[src/rtl/pixel_frame_writer.sv]
// rtl/pixel_frame_writer.sv - pixel stream / full-frame fill writer for the 160x120 frame RAM
// Optional feature macro: PIXEL_CLIP_EN (discard off-screen pixels and count them)
module pixel_frame_writer #(
  parameter int WIDTH      = 160,
  parameter int HEIGHT     = 120,
  parameter int COLOUR_W   = 9,
  parameter int ADDR_W     = 15,
  parameter int FIFO_DEPTH = 4
) (
  input  logic                clock,
  input  logic                reset,
  input  logic [7:0]          iX,
  input  logic [6:0]          iY,
  input  logic [COLOUR_W-1:0] iColour,
  input  logic                iPlot,
  output logic                oReady,
  input  logic                clearScreenEnable,
  input  logic [COLOUR_W-1:0] iClearColour,
  output logic                clearScreenDone,
  input  logic                iWrGrant,
  output logic                wrEn,
  output logic [ADDR_W-1:0]   wrAddress,
  output logic [COLOUR_W-1:0] wrData,
  output logic [7:0]          droppedCount
);

  localparam int PTR_W = $clog2(FIFO_DEPTH);
  localparam int ENT_W = 8 + 7 + COLOUR_W;
  localparam logic [ADDR_W-1:0] LAST_ADDR = ADDR_W'(WIDTH * HEIGHT - 1);

  typedef enum logic [2:0] {S_IDLE, S_RUN, S_CLR_WAIT, S_CLEAR, S_DONE} state_t;
  state_t state, state_nxt;

  logic [ENT_W-1:0]    mem [FIFO_DEPTH];
  logic [PTR_W-1:0]    wr_ptr, rd_ptr;
  logic [PTR_W:0]      count;
  logic                empty, full, push, pop, load_ok, clip;
  logic [7:0]          head_x;
  logic [6:0]          head_y;
  logic [COLOUR_W-1:0] head_c;
  logic [22:0]         addr_full;
  logic                wr_en_nxt;
  logic [ADDR_W-1:0]   wr_addr_nxt;
  logic [COLOUR_W-1:0] wr_data_nxt;

  assign empty   = (count == '0);
  assign full    = (count == (PTR_W+1)'(FIFO_DEPTH));
  assign oReady  = !full && (state == S_IDLE || state == S_RUN);
  assign push    = iPlot && oReady;
  // The write register may take a new word when idle or when its current word is granted.
  assign load_ok = !wrEn || iWrGrant;
  assign {head_x, head_y, head_c} = mem[rd_ptr];
  // Full-precision row-major address, truncated to the RAM address width.
  assign addr_full = 23'(head_y) * 23'(WIDTH) + 23'(head_x);
  assign clearScreenDone = (state == S_DONE);

`ifdef PIXEL_CLIP_EN
  assign clip = (32'(head_x) >= WIDTH) || (32'(head_y) >= HEIGHT);

  // Saturating count of pixels discarded at pop time.
  always_ff @(posedge clock) begin
    if (reset)
      droppedCount <= '0;
    else if (pop && clip && droppedCount != 8'hFF)
      droppedCount <= droppedCount + 8'd1;
  end
`else
  assign clip = 1'b0;
  assign droppedCount = '0;
`endif

  // Queue storage; contents need no reset because occupancy is tracked separately.
  always_ff @(posedge clock) begin
    if (push)
      mem[wr_ptr] <= {iX, iY, iColour};
  end

  // Queue pointers and occupancy.
  always_ff @(posedge clock) begin
    if (reset) begin
      wr_ptr <= '0;
      rd_ptr <= '0;
      count  <= '0;
    end else begin
      if (push) wr_ptr <= wr_ptr + PTR_W'(1);
      if (pop)  rd_ptr <= rd_ptr + PTR_W'(1);
      count <= count + (PTR_W+1)'(push) - (PTR_W+1)'(pop);
    end
  end

  // State and write register.
  always_ff @(posedge clock) begin
    if (reset) begin
      state     <= S_IDLE;
      wrEn      <= 1'b0;
      wrAddress <= '0;
      wrData    <= '0;
    end else begin
      state     <= state_nxt;
      wrEn      <= wr_en_nxt;
      wrAddress <= wr_addr_nxt;
      wrData    <= wr_data_nxt;
    end
  end

  // Next state, queue pop and next write-register contents.
  always_comb begin
    state_nxt   = state;
    pop         = 1'b0;
    wr_en_nxt   = wrEn;
    wr_addr_nxt = wrAddress;
    wr_data_nxt = wrData;
    case (state)
      S_IDLE, S_RUN, S_CLR_WAIT: begin
        if (load_ok) begin
          pop       = !empty;
          wr_en_nxt = !empty && !clip;
          if (!empty) begin
            wr_addr_nxt = addr_full[ADDR_W-1:0];
            wr_data_nxt = head_c;
          end
        end
        if (state == S_CLR_WAIT) begin
          if (!clearScreenEnable) begin
            state_nxt = empty ? S_IDLE : S_RUN;
          end else if (empty && load_ok) begin
            // Pixel traffic has fully drained: start the fill at address 0.
            state_nxt   = S_CLEAR;
            wr_en_nxt   = 1'b1;
            wr_addr_nxt = '0;
            wr_data_nxt = iClearColour;
          end
        end else if (clearScreenEnable) begin
          state_nxt = S_CLR_WAIT;
        end else if (state == S_IDLE && !empty) begin
          state_nxt = S_RUN;
        end else if (state == S_RUN && empty && load_ok) begin
          state_nxt = S_IDLE;
        end
      end
      S_CLEAR: begin
        if (!clearScreenEnable) begin
          state_nxt = empty ? S_IDLE : S_RUN;
          wr_en_nxt = 1'b0;
        end else if (iWrGrant) begin
          if (wrAddress == LAST_ADDR) begin
            state_nxt = S_DONE;
            wr_en_nxt = 1'b0;
          end else begin
            wr_addr_nxt = wrAddress + ADDR_W'(1);
          end
        end
      end
      S_DONE: begin
        wr_en_nxt = 1'b0;
        if (!clearScreenEnable) state_nxt = S_IDLE;
      end
      default: state_nxt = S_IDLE;
    endcase
  end

endmodule
[config.mk]
export PLATFORM = sky130hd
export DESIGN_NAME = pixel_frame_writer
export DESIGN_NICKNAME = d
export VERILOG_FILES = /design/src/rtl/pixel_frame_writer.sv
export SDC_FILE = /design/constraint.sdc
export NUM_CORES = 1
export LEC_CHECK = 0
export CAP_MARGIN = 25
export CORE_UTILIZATION = 25
export DETAILED_ROUTE_END_ITERATION = 10
export GPL_ROUTABILITY_DRIVEN = 0
export SYNTH_ARGS = -nofsm -noshare
export SYNTH_HDL_FRONTEND = slang
export SYNTH_SLANG_ARGS = --single-unit
[constraint.sdc]
create_clock -name clock -period 3.4 [get_ports clock]
set_input_delay 0.68 -clock clock [delete_from_list [all_inputs] [get_ports clock]]
set_output_delay 0.68 -clock clock [all_outputs]
set_load 0.02 [all_outputs]
# ---- After elaboration in Yosys (flattened, before gate mapping)
# Memory sizes are Yosys's and may differ from the RTL's. A register that Yosys moved wholly into a read port is not among the register bits.
# Cells that the tools add are included.
dict set report word_totals {
  mem_bits_rw 96
  n_memories 1
  word_cells 88
  output_inout_bits 35
  regBits 35
  inputBits 38
}
# memory words word_bits read_ports rd_clocked_by_memory_dff write_ports line_no
set memory_table {}
lappend memory_table {mem 4 24 1 1 1 34} ;# logic [ENT_W-1:0] mem [FIFO_DEPTH];
dict set report classes {
  reduce_logical 19
  addsub 6
  n_eq_ne 14
  n_mul 1
  mux 40
}
# operator count
set ops {}
lappend ops {{two-way mux 15 bit} 8}
lappend ops {{two-way mux 9 bit} 5}
lappend ops {{two-way mux 3 bit} 10}
lappend ops {{case mux 15 bit (2 select lines)} 1}
lappend ops {{adder 15 x 1 -> 15 bit, second input constant} 1}
lappend ops {{adder 15 x 8 -> 15 bit} 1}
lappend ops {{== test 15 bit, second input constant} 1}
lappend ops {{two-way mux 1 bit} 12}
lappend ops {{multiplier 7 x 3 -> 10 bit, second input constant} 1}
lappend ops {{case mux 3 bit (3 select lines)} 1}
lappend ops {{!= test 2 bit, second input constant} 4}
lappend ops {{== test 3 x 2 -> 1 bit, second input constant} 2}
lappend ops {{== test 3 bit, second input constant} 2}
lappend ops {{logical AND 1 bit} 6}
lappend ops {{logical NOT 3 bit} 2}
lappend ops {{!= test 3 bit, second input constant} 2}
lappend ops {{!= test 5 bit, second input constant} 1}
lappend ops {{AND reduction 5 bit} 1}
lappend ops {{adder 2 x 1 -> 2 bit, second input constant} 2}
lappend ops {{two-way mux 2 bit} 2}
lappend ops {{!= test 4 bit, second input constant} 1}
lappend ops {{AND reduction 4 bit} 1}
lappend ops {{adder 3 x 1 -> 3 bit} 1}
lappend ops {{== test 3 x 1 -> 1 bit, second input constant} 1}
lappend ops {{8 further kinds} 11}

# ---- Longest topological paths before layout
dict set report depth {
  depth_word 8
  depth_mapped 13
  ltp_nobuf 12
}

# ---- Worst setup path after synthesis
# OpenSTA, ideal clock, no wires.
dict set report synth_path {
  path_kind {reg2reg}
  start {register with a tool-made name}
  end {register wrAddress[12]}
  path_stages_with_launch 14
  synth_period_minus_slack_ps 3541
  path_slack_ps -141
  setup_time_ps 133
  arrival_ps 3408
  n_path_buf 2
  required_ps 3267
  cell_sequence {dfxtp_1 -> buf_2 -> buf_2 -> mux4_2 -> ha_1 -> ha_1 -> inv_1 -> fa_1 -> and3b_1 -> a32o_1 -> nor4b_1 -> xor2_1 -> o21ai_0 -> a31oi_1}
}
# element line_no
set synth_rtl {}
lappend synth_rtl {{to (signal assigned)} 101} ;# wrAddress <= wr_addr_nxt;
lappend synth_rtl {{to (decl)} 22} ;# output logic [ADDR_W-1:0] wrAddress,

==> results.toml <==
[floorplanning]
die_area_um2 = 25540
placeableCoreArea_um2 = 24390
start_util_pct = 25.53
num_rows = 57
die_y_um = 159.8
ios = 73
dieWidth_um = 159.8

[yosys]
yosys.area.top_type = "edfxtp_1"
seq_area_frac_synth_pct = 58.20
ys.warnings.count = 0
yosysMostFrequentCell = "edfxtp_1"
dominantRegCellSynth = "edfxtp_1"
netlist_area_um2 = 6226
synth_top_area_share_pct = 46.30
async_reset_ff_share_pct = 0
synthCells = 478
synth_common_cells = "96 x edfxtp_1, 37 x dfxtp_1, 36 x nor2_1"
synth_edf_count = 96
yosys-top-cells-area = "edfxtp_1 46%, dfxtp_1 12%, mux4_2 8.7%"
avgSynthCellArea_um2 = 13.03
ys_types = 60
synth_seq_cells = 133

[timing]
fmax_ghz = 0.3150
worst_pin_slew_ns = 0.9933
rsz0062_at_grt = "no"
min_period_ns = 3.175
relSlewSlack_pct = 33.53
skew_ns = 0.01358
fin_ws_ns = 0.2253
post-route-period-util_pct = 93.37
final.setup.tns_ns = 0
setup_viol = 0
slew_viol_final = 0
hold_viol = 0

[clock_network]
post-cts-setup-buffers = 0
cts_tree = "yes"
hold_buffers = 0
clock_path_buffers = 2
cts.sinks = 133
numCtsBuffers = 17
root_buffer = "clkbuf_16"
h-tree-depth = 4
clk_pin_slew_ns = 0.06
clock_latency_ns = 0.42

[layout]
utilization_pct = 32.14
drive_gt1_share_pct = 15.70
fillers = 2459
antennaDiodeCount = 0
area_growth_pct = 25.92
nets = 615

[place]
post-place-ws_ns = 0.03707
port_buffers = 64
hpwl_um = 9980

[worst_setup_path]
arrival_ns = 3.47
end_kind = "register"
crit_required_ns = 3.70
cp_max_fo = 5
r2r-end = "wrAddress[12]$_SDFFE_PP0P_"
worstSetupStartpointType = "register"
crit_type = "register to register"
r2r.worst_path.cells = 11
reg2reg_slack_ns = 0.23

[grt]
antenna_found_initial = 0
grt_pass1_vias = 4097
grt_pass1_wl_um = 22800
grt_start_max_net_pins = 25
grt.total_usage_pct = 11.70
gr-total-overflow = 0

[min_path]
worstHoldEndpoint = "wrData[8]$_SDFFE_PP0P_"
worstHoldPathType = "register to register"
hp-start = "wrData[8]$_SDFFE_PP0P_"
whs_path_depth = 2

[routing]
post_drt_wl_per_cell_um = 16.26
viasPerCell = 4.641
drc_errors = 0
dr.pass1.iters = 5
num_vias = 4135
drtIter0Drc = 245
wl_um = 14490
antenna_left = 0

[power]
internal-power_mw = 4.399
p_sw_mw = 2.692
pwr-share-comb_pct = 43.2
seq_power_share_pct = 32.2
leakagePower_nw = 2.685
power.share.clock_pct = 24.6
vdd_drop_max_uv = 422.5
switching_share_pct = 37.97
cellPowerDensity_nw_per_um2 = 904.6

[flow_run]
maxCapViolCount = 0

[run_status]
status = "finished clean"
## stage by stage
stage,area [µm²],std cells,total power [mW],hold slack (ns)
6_report,7840,891,7.092,0.5023
3_5_place_dp,7253,859,5.326,0.4934
5_1_grt,7840,891,7.557,0.5297
3_3_place_gp,7253,859,5.294,0.4904
4_1_cts,7823,891,7.094,0.5024
2_1_floorplan,6261,485,4.411,0.4692
## placed cells by master (no fill, tap or decap), types with 12 or more instances in the layout
| cell type | synthesis | layout |
|---|---|---|
| clkbuf_16 | 0 | 17 |
| nand2_1 | 32 | 32 |
| edfxtp_1 | 96 | 96 |
| o21ai_0 | 20 | 19 |
| ha_1 | 20 | 20 |
| mux4_2 | 24 | 24 |
| a211oi_1 | 13 | 13 |
| dfxtp_1 | 37 | 36 |
| clkdlybuf4s50_1 | 0 | 64 |
| nor2_1 | 36 | 36 |
| o22ai_1 | 14 | 14 |
| a21oi_1 | 28 | 28 |
| buf_4 | 8 | 19 |
| inv_1 | 12 | 12 |
## worst max-delay path: stages, from the launching register on
cell and delay (ns):
dfxtp_2 0.40, buf_4 0.18, mux4_2 0.54, ha_1 0.32
inv_1 0.06, fa_2 0.61, and3b_1 0.18, a32o_1 0.24
nor4b_4 0.14, xor2_1 0.17, o21ai_1 0.13, a31oi_1 0.09
## what timing repair did
item	in CTS	in global routing
setup endpoints to repair	0	3
resized for setup	0	5
endpoints found under the hold margin	0	0
## registers in the layout, indices dropped and copies added, names as in the netlist, named ones only
register / cells
count: 3
mem: 96
rd_ptr: 2
state: 3
wrAddress: 15
wrData: 9
wrEn: 1
wr_ptr: 2
## routing by layer
| layer | share of wire [%] | GRT usage [%] | vias to the layer above |
|---|---|---|---|
| met3 | 6.9 | 3.766 | 10 |
| met1 | 45 | 15.44 | 2016 |
| met5 | 0 | 0 | - |
| li1 | - | - | 1975 |
| met4 | 1.0 | 3.680 | 0 |
| met2 | 47 | 18.20 | 134 |
## kinds of logic after synthesis
logic type / synth area share [%]
adders and majority gates: 4.984
xor gates and xnor gates: 2.392
AOI/OAI and AO/OA: 11.23
and+or+nand+nor: 10.11
other: 0.06023
DFF: 58.20
buffers and inverters: 3.838
muxes: 9.184
## power by group through the flow
stage	combinational [mW]	sequential [mW]	clock, mW
2_1_floorplan	2.05	2.36	0
3_3_place_gp	2.99	2.31	0
3_5_place_dp	3.01	2.31	0
4_1_cts	3.03	2.28	1.78
5_1_grt	3.39	2.32	1.85
6_report	3.06	2.28	1.75
## area by class of cell
| type | count | area, µm² | area share (%) |
|---|---|---|---|
| multi-input cells | 307 | 2412 | 30.77 |
| clock inverters | 15 | 143.9 | 1.835 |
| well taps | 324 | 405.4 | 5.171 |
| flip-flops and latches | 133 | 3625 | 46.23 |
| repair buffers | 83 | 783.3 | 9.990 |
| inverters | 12 | 45.04 | 0.5745 |
| clock buffers | 17 | 425.4 | 5.426 |
## worst max path at each step
stage | from | end | slack [ns] | depth (start not counted)
floorplan | register | wrAddress[12]$_SDFFE_PP0P_ | 0.03 | 13
global placement | register | wrAddress[12]$_SDFFE_PP0P_ | 0.12 | 11
detailed placement | register | wrAddress[12]$_SDFFE_PP0P_ | 0.04 | 11
CTS | register | wrAddress[12]$_SDFFE_PP0P_ | 0.03 | 11
global route | register | wrAddress[12]$_SDFFE_PP0P_ | 0.04 | 11
finish | register | wrAddress[12]$_SDFFE_PP0P_ | 0.23 | 11
Power figures use the tool's default switching activity.
